===== src/rtl/pwm_bank_pkg.sv =====
// Register-map helpers shared by the PWM LED bank and its channel slices.
// Word offsets are expressed in terms of the channel count C.
package pwm_bank_pkg;

   localparam int CTRL_EN_BIT = 0;

   function automatic int CUR_IDX(input int i);
      return i;
   endfunction

   function automatic int SAV_IDX(input int c, input int i);
      return c + i;
   endfunction

   function automatic int CTRL_IDX(input int c);
      return 2 * c;
   endfunction

   function automatic int TOP_IDX(input int c);
      return 2 * c + 1;
   endfunction

endpackage


===== src/rtl/pwm_bank_channel.sv =====
// One PWM channel: double-buffered active duty, compare against the shared
// period counter, and a registered output with selectable polarity.
module pwm_bank_channel
   import pwm_bank_pkg::*;
#(
   parameter int DUTY_WIDTH = 8,
   parameter bit ACTIVE_LOW = 1'b0
) (
   input  logic                  fast_clk,
   input  logic                  rst,
   input  logic                  en,
   input  logic                  load,
   input  logic [DUTY_WIDTH-1:0] duty_in,
   input  logic [DUTY_WIDTH-1:0] pcnt,
   output logic                  pwm_out
);

   logic [DUTY_WIDTH-1:0] duty_q, duty_d;
   logic                  pwm_q, pwm_d;

   always_comb begin
      duty_d = duty_q;
      if (load) begin
         duty_d = duty_in;
      end
      // Compare uses the duty in force before this edge, so a reload never glitches.
      pwm_d = (en & (pcnt < duty_q)) ^ ACTIVE_LOW;
   end

   always_ff @(posedge fast_clk or posedge rst) begin
      if (rst) begin
         duty_q <= '0;
         pwm_q  <= ACTIVE_LOW;
      end else begin
         duty_q <= duty_d;
         pwm_q  <= pwm_d;
      end
   end

   assign pwm_out = pwm_q;

endmodule


===== src/rtl/pwm_led_bank.sv =====
// Memory-mapped bank of PWM channels with current/saved duty sets, shared
// prescaler and period counter, and period-boundary double buffering.
module pwm_led_bank
   import pwm_bank_pkg::*;
#(
   parameter int                  CHANNELS    = 6,
   parameter int                  DUTY_WIDTH  = 8,
   parameter int                  PRESCALE    = 1,
   parameter logic [DUTY_WIDTH-1:0] TOP_DEFAULT = DUTY_WIDTH'(8'hff),
   parameter bit                  ACTIVE_LOW  = 1'b0,
   parameter int                  ADDR_WIDTH  = 6
) (
   input  logic                  fast_clk,
   input  logic                  rst,
   input  logic                  wr_en,
   input  logic                  rd_en,
   input  logic [ADDR_WIDTH-1:0] addr,
   input  logic [31:0]           wr_data,
   output logic [31:0]           rd_data,
   input  logic                  sel_saved,
   output logic [CHANNELS-1:0]   pwm_out,
   output logic                  period_strobe
);

   localparam int PSC_W = (PRESCALE > 1) ? $clog2(PRESCALE) : 1;

   logic [DUTY_WIDTH-1:0] cur_q [CHANNELS];
   logic [DUTY_WIDTH-1:0] cur_d [CHANNELS];
   logic [DUTY_WIDTH-1:0] sav_q [CHANNELS];
   logic [DUTY_WIDTH-1:0] sav_d [CHANNELS];
   logic [DUTY_WIDTH-1:0] top_q, top_d;
   logic [DUTY_WIDTH-1:0] atop_q, atop_d;
   logic [DUTY_WIDTH-1:0] pcnt_q, pcnt_d;
   logic [PSC_W-1:0]      psc_q, psc_d;
   logic                  en_q, en_d;
   logic                  sync1_q, sync1_d;
   logic                  sel_s_q, sel_s_d;
   logic                  strobe_q, strobe_d;
   logic [31:0]           rd_data_q, rd_data_d;
   logic [31:0]           rd_val;
   logic                  tick, wrap, load;
   int                    addr_i;
   logic                  unused_wr_hi;

   assign addr_i       = int'(addr);
   assign unused_wr_hi = &{1'b0, wr_data[31:DUTY_WIDTH]};

   always_comb begin
      sync1_d  = sel_saved;
      sel_s_d  = sync1_q;
      tick     = en_q && (psc_q == PSC_W'(PRESCALE - 1));
      wrap     = tick && (pcnt_q == atop_q);
      // While disabled the active set tracks the registers, so enabling starts fresh.
      load     = wrap || !en_q;
      strobe_d = wrap;
      atop_d   = load ? top_q : atop_q;
      psc_d    = '0;
      pcnt_d   = '0;
      if (en_q) begin
         psc_d  = tick ? '0 : psc_q + 1'b1;
         pcnt_d = pcnt_q;
         if (tick) begin
            pcnt_d = wrap ? '0 : pcnt_q + 1'b1;
         end
      end
   end

   always_comb begin
      cur_d  = cur_q;
      sav_d  = sav_q;
      top_d  = top_q;
      en_d   = en_q;
      rd_val = '0;
      for (int i = 0; i < CHANNELS; i++) begin
         if (addr_i == CUR_IDX(i)) begin
            rd_val = 32'(cur_q[i]);
            if (wr_en) cur_d[i] = wr_data[DUTY_WIDTH-1:0];
         end
         if (addr_i == SAV_IDX(CHANNELS, i)) begin
            rd_val = 32'(sav_q[i]);
            if (wr_en) sav_d[i] = wr_data[DUTY_WIDTH-1:0];
         end
      end
      if (addr_i == CTRL_IDX(CHANNELS)) begin
         rd_val = 32'(en_q);
         if (wr_en) en_d = wr_data[CTRL_EN_BIT];
      end
      if (addr_i == TOP_IDX(CHANNELS)) begin
         rd_val = 32'(top_q);
         if (wr_en) top_d = wr_data[DUTY_WIDTH-1:0];
      end
      // rd_val is built from pre-edge state, so a same-cycle write reads the old value.
      rd_data_d = rd_en ? rd_val : rd_data_q;
   end

   always_ff @(posedge fast_clk or posedge rst) begin
      if (rst) begin
         for (int i = 0; i < CHANNELS; i++) begin
            cur_q[i] <= '0;
            sav_q[i] <= '0;
         end
         top_q     <= TOP_DEFAULT;
         atop_q    <= TOP_DEFAULT;
         en_q      <= 1'b1;
         pcnt_q    <= '0;
         psc_q     <= '0;
         sync1_q   <= 1'b0;
         sel_s_q   <= 1'b0;
         strobe_q  <= 1'b0;
         rd_data_q <= '0;
      end else begin
         cur_q     <= cur_d;
         sav_q     <= sav_d;
         top_q     <= top_d;
         atop_q    <= atop_d;
         en_q      <= en_d;
         pcnt_q    <= pcnt_d;
         psc_q     <= psc_d;
         sync1_q   <= sync1_d;
         sel_s_q   <= sel_s_d;
         strobe_q  <= strobe_d;
         rd_data_q <= rd_data_d;
      end
   end

   for (genvar g = 0; g < CHANNELS; g++) begin : g_ch
      logic [DUTY_WIDTH-1:0] duty_sel;
      assign duty_sel = sel_s_q ? sav_q[g] : cur_q[g];

      pwm_bank_channel #(
         .DUTY_WIDTH (DUTY_WIDTH),
         .ACTIVE_LOW (ACTIVE_LOW)
      ) u_ch (
         .fast_clk (fast_clk),
         .rst      (rst),
         .en       (en_q),
         .load     (load),
         .duty_in  (duty_sel),
         .pcnt     (pcnt_q),
         .pwm_out  (pwm_out[g])
      );
   end

   assign rd_data       = rd_data_q;
   assign period_strobe = strobe_q;

endmodule


===== config.mk =====
export PLATFORM = sky130hd
export DESIGN_NAME = pwm_led_bank
export DESIGN_NICKNAME = d
export VERILOG_FILES = /design/src/rtl/pwm_bank_pkg.sv /design/src/rtl/pwm_bank_channel.sv /design/src/rtl/pwm_led_bank.sv
export SDC_FILE = /design/constraint.sdc
export NUM_CORES = 1
export LEC_CHECK = 0
export ABC_AREA = 1
export BUFFER_PORTS_ARGS = -buffer_cell sky130_fd_sc_hd__buf_2
export CAP_MARGIN = 20
export CORE_MARGIN = 2
export CORE_UTILIZATION = 43
export CTS_CLUSTER_DIAMETER = 100
export DETAILED_ROUTE_END_ITERATION = 12
export PLACE_DENSITY = 0.65
export SETUP_SLACK_MARGIN = 0.5
export SLEW_MARGIN = 20
export SYNTH_ARGS = -nofsm -noshare
export SYNTH_HDL_FRONTEND = slang
export SYNTH_SLANG_ARGS = --single-unit
export TNS_END_PERCENT = 50

===== constraint.sdc =====
create_clock -name fast_clk -period 7.1 [get_ports fast_clk]
set_input_delay 1.065 -clock fast_clk [delete_from_list [all_inputs] [get_ports fast_clk]]
set_output_delay 1.065 -clock fast_clk [all_outputs]
set_load 0.02 [all_outputs]

# Word level (Yosys, flattened, before mapping)
# Cells that the tools add are included.
# totals
ff_bits	211
inputBits	43
output_inout_bits	39
elab_cells	107
# op_classes
n_addsub	2
magnitude_cmp	6
n_eq_ne	15
muxes	25
bitwise_logic	7
n_reduce_logical	19
# ops
cell	n
$mux W32	13
$mux W8	10
$lt A8 B8 Y1	6
$eq A6 B5 Y1 const B	6
$logic_not A32 Y1	1
$reduce_and A2 Y1	14
$eq A6 B4 Y1 const B	4
$eq A6 B3 Y1 const B	2
$add A8 B1 Y8 const B	1
$eq A8 B8 Y1	1
$and A1 B1 Y1	6
$eq A6 B2 Y1 const B	1
$logic_and A1 B1 Y1	2
$mux W1	2
$ne A2 B1 Y1 const B	1
$add A1 B1 Y1 const B	1
$logic_not A1 Y1	1
$logic_or A1 B1 Y1	1
$not A1 Y1	1

# Longest topological paths before layout
# depth
ltp_word	15
mapped_depth	14
ltp_nobuf	14

# Cells and area by module
# Synthesis repeated with hierarchy kept, for this count alone.
# hier_totals
cells_unflattened	1192
hier_area_um2	9948.3
# modules_own_cells
mod	n_inst	cells_each	area_per_inst_um2
pwm_led_bank	1	838	6930.4
pwm_bank_channel	6	59	503.0

# Worst setup path before layout
# No wires, ideal clock.
# synth_path
path_kind	input-to-reg
start	input addr[5]
end	register rd_data_q[0] (netlist: rd_data[0])
t_arrival_ns	2.138
t_required_ns	6.984
slack_ns	4.845
path_stages	9
n_path_buf	1
path_cell_list	nor2_4 > nand2_2 > nor2_4 > clkbuf_1 > nand2_1 > nand2_1 > nand2_1 > nand2_1 > nand2_1
# synth_via
elab_chain_len	15
elab_cells_between_ends	28
# synth_rtl
item	line_no	text
start: declaration	pwm_led_bank.sv:17	input logic [ADDR_WIDTH-1:0] addr,
$logic_not A32 Y1	pwm_led_bank.sv:75	if (addr_i == CUR_IDX(i)) begin
$mux W8	pwm_led_bank.sv:75	
$mux W32	pwm_led_bank.sv:79	if (addr_i == SAV_IDX(CHANNELS, i)) begin
$mux W32	pwm_led_bank.sv:75	
$mux W32	pwm_led_bank.sv:79	
$mux W32	pwm_led_bank.sv:75	
$mux W32	pwm_led_bank.sv:79	
$mux W32	pwm_led_bank.sv:75	
$mux W32	pwm_led_bank.sv:79	
$mux W32	pwm_led_bank.sv:75	
$mux W32	pwm_led_bank.sv:79	
$mux W32	pwm_led_bank.sv:75	
$mux W32	pwm_led_bank.sv:79	
$mux W32	pwm_led_bank.sv:84	if (addr_i == CTRL_IDX(CHANNELS)) begin
$mux W32 *	pwm_led_bank.sv:88	if (addr_i == TOP_IDX(CHANNELS)) begin
end signal: assignment	pwm_led_bank.sv:122	rd_data_q <= rd_data_d;
end: declaration	pwm_led_bank.sv:39	logic [31:0] rd_data_q, rd_data_d;
# Mark *: on every way between the ends. The rest lies on a longest branch, timed or not.
# A chain may end at the register's enable or synchronous reset.

# Worst setup path after layout
# layout_path
start	register pcnt_q[4]
end	register g_ch[3].u_ch.duty_q[6]
# layout_via
elab_chain_len	3
# layout_rtl
item	line_no	text
start: declaration	pwm_led_bank.sv:33	logic [DUTY_WIDTH-1:0] pcnt_q, pcnt_d;
start signal: assignment	pwm_led_bank.sv:117	pcnt_q <= pcnt_d;
$eq A8 B8 Y1	pwm_led_bank.sv:52	wrap = tick && (pcnt_q == atop_q);
$logic_and A1 B1 Y1	pwm_led_bank.sv:52	
$logic_or A1 B1 Y1	pwm_led_bank.sv:54	load = wrap || !en_q;
end signal: assignment	pwm_bank_channel.sv:35	duty_q <= duty_d;
end: declaration	pwm_bank_channel.sv:18	logic [DUTY_WIDTH-1:0] duty_q, duty_d;
# Every way passes these cells.

==> impl_metrics.json <==
{
  "grt_start_max_net_pins": 142,
  "tightest_slew_ns": 0.984,
  "startpoint": "pcnt_q[4]",
  "antenna_cells": 0,
  "crit_path_top_delay_cell": "dfrtp_1",
  "clk_latency_ns": 0.45,
  "synth_area_um2": 9790,
  "path_common_cell": "nand2_1",
  "arrival_ns": 3.92,
  "dp_cells": 1446,
  "cp.required_ns": 7.47,
  "grt_pass1_vias": 7272,
  "synth_area_leaders": "dfrtp_1 43%, nand2_1 13%, o21ai_0 9.5%",
  "drt_drc_violations_left": 0,
  "fp-row-count": 55,
  "ioPinCount": 82,
  "cts_buffers": 17,
  "drv_slew": 0,
  "die_area_um2": 24000,
  "drv_cap": 0,
  "ys.flop_type": "dfrtp_1",
  "rsz0062_at_grt": "false",
  "setup_viol": 0,
  "cts_resized": 0,
  "fin_area_um2": 10500,
  "clock_path_buffers": 2,
  "synth_seq_cells": 187,
  "synth.distinct_cells": 39,
  "globalplace.congestion": 0.816,
  "fin_nets": 1266,
  "synth_warnings": 0,
  "fin_crit_ns": 3.56,
  "critPathMaxStageDelay_ns": 0.74,
  "final_cells": 1478,
  "place_area_um2": 9950,
  "gr-total-overflow": 0,
  "syn_area_per_cell_um2": 8.28,
  "power.density_nw_per_um2": 267,
  "end_kind": "flop",
  "cts_setup_buffers": 0,
  "die_h_um": 155,
  "start_util": 0.435,
  "worst-setup-path-type": "flop to flop",
  "async_reset_ff_frac": 1.00,
  "wirelength_um": 24700,
  "fin_skew_ns": 0.0119,
  "cts_tree": "built",
  "dp_hpwl_um": 16400,
  "r2r-start": "pcnt_q[4]",
  "final_cell_mix": "335 x nand2_1, 185 x o21ai_0, 169 x dfrtp_1",
  "fmax_mhz": 281,
  "period_share": 0.501,
  "root_buffer": "clkbuf_16",
  "drtIter0Drc": 647,
  "yosysTopAreaCellShare": 0.435,
  "final_common_cell": "nand2_1",
  "p_leak_nw": 4.98,
  "syn_inst": 1183,
  "finalHoldViolations": 0,
  "ir_drop_mv": 0.129,
  "synth_edf_count": 0,
  "slew-limit-headroom": 0.344,
  "port-buffer-count": 33,
  "wl_per_cell_um": 16.7,
  "ys_seq_area_frac": 0.480,
  "area_growth_pct": 7.51,
  "min_from": "sel_s_d",
  "worstSetupStartpointType": "flop",
  "finalSetupTns_ns": 0,
  "crit_fanout": 74,
  "htreeDepth": 4,
  "cts_sinks": 187,
  "final_util": 0.468,
  "first_pass_iters": 5,
  "status": "complete, no violations",
  "core_area_um2": 22500,
  "antenna_found_initial": 0,
  "path_clk_slew_ns": 0.07,
  "path_cells": "inv_1 -> nand2_1 -> nand2_1 -> nor4_1 -> nand2_1 -> o21ai_4 -> buf_4 -> o211ai_1 -> o21ai_0",
  "track_usage": 0.213,
  "hold_buffers": 0,
  "synth_area_leader_cell": "dfrtp_1",
  "ant_nets": 0,
  "grt_pass1_wl_um": 39500,
  "hp-class": "flop to flop",
  "via_count": 7716,
  "via_per_inst": 5.22,
  "die_w_um": 155,
  "drive_gt1_frac": 0.101
}
==> report_power, final <==
part           switching (mW)  internal (mW)  total (mW)  leakage, nW
combinational           0.358          0.172       0.530         2.29
clock                   0.425          0.521       0.946        0.275
sequential             0.0931           1.24        1.33         2.41
==> Yosys cell counts, drive strengths merged, types with 3 or more instances <==
master    n
nand4    20
inv     139
o21ai   187
a211o     4
nand2   342
nor3b     3
clkbuf   32
nor3      6
dfrtp   170
ha       43
nand3    24
a21oi    48
nor2     41
o211ai   34
dfstp    17
buf      50
a21o      4
a31oi     5
==> kinds of logic after synthesis <==
logic type,synth area share
compound gates,0.163
xor+xnor,0.00358
fa+ha+maj,0.0550
simple gates,0.194
flops,0.480
other cells,0.000383
buf+inv,0.104
==> sequential cells by signal, summed over array words and instances (netlist names) <==
| signal | cells |
|---|---|
| cur_q | 48 |
| g_ch.u_ch.duty_q | 48 |
| sav_q | 48 |
| atop_q | 8 |
| pcnt_q | 8 |
| rd_data | 8 |
| top_q | 8 |
| g_ch.u_ch.pwm_out | 6 |
| en_q | 1 |
| period_strobe | 1 |
| psc_q | 1 |
| sel_s_d | 1 |
| sel_s_q | 1 |
==> worst paths after layout <==
path	to	slack (ns)	depth (start not counted)
min reg2reg	sel_s_q	0.35	0
max	g_ch[3].u_ch.duty_q[6]	3.54	9
min	sel_s_q	0.35	0
max in group asynchronous	sel_s_q	4.99	3
max reg2reg	g_ch[3].u_ch.duty_q[6]	3.54	9
min in group asynchronous	g_ch[1].u_ch.duty_q[6]	0.82	2
==> final cells by class <==
class | count | area (µm²)
Tap cell | 285 | 357
Sequential cell | 187 | 4700
Multi-Input combinational cell | 799 | 4170
Fill cell | 2167 | 12000
Clock inverter | 9 | 88.8
Timing Repair Buffer | 36 | 188
Inverter | 139 | 529
Clock buffer | 23 | 488
==> metal layers <==
| layer | vias up | share of wire | global-route usage |
|---|---|---|---|
| met4 | 0 | 0.022 | 0.0714 |
| met2 | 199 | 0.45 | 0.330 |
| met3 | 38 | 0.051 | 0.0373 |
| met5 | - | 0 | 0 |
| li1 | 3801 | - | - |
| met1 | 3678 | 0.48 | 0.305 |
==> critical path, delay by kind of cell, from the launching register on <==
family	cells	cell delay [ns]
AO/OA/AOI/OAI	3	1.22
buffers and inverters	2	0.91
flip-flops	1	0.74
AND/OR/NAND/NOR	4	0.56
==> through the flow <==
step | power (mW) | hold slack, ns | setup slack (ns)
after detailed placement | 1.88 | 0.337 | 3.58
after global placement | 1.86 | 0.334 | 3.66
final | 2.81 | 0.350 | 3.54
after floorplan | 1.76 | 0.331 | 0.978
after global routing | 2.96 | 0.367 | 3.18
after CTS | 2.82 | 0.353 | 3.56
(Power assumes the default switching activity.)
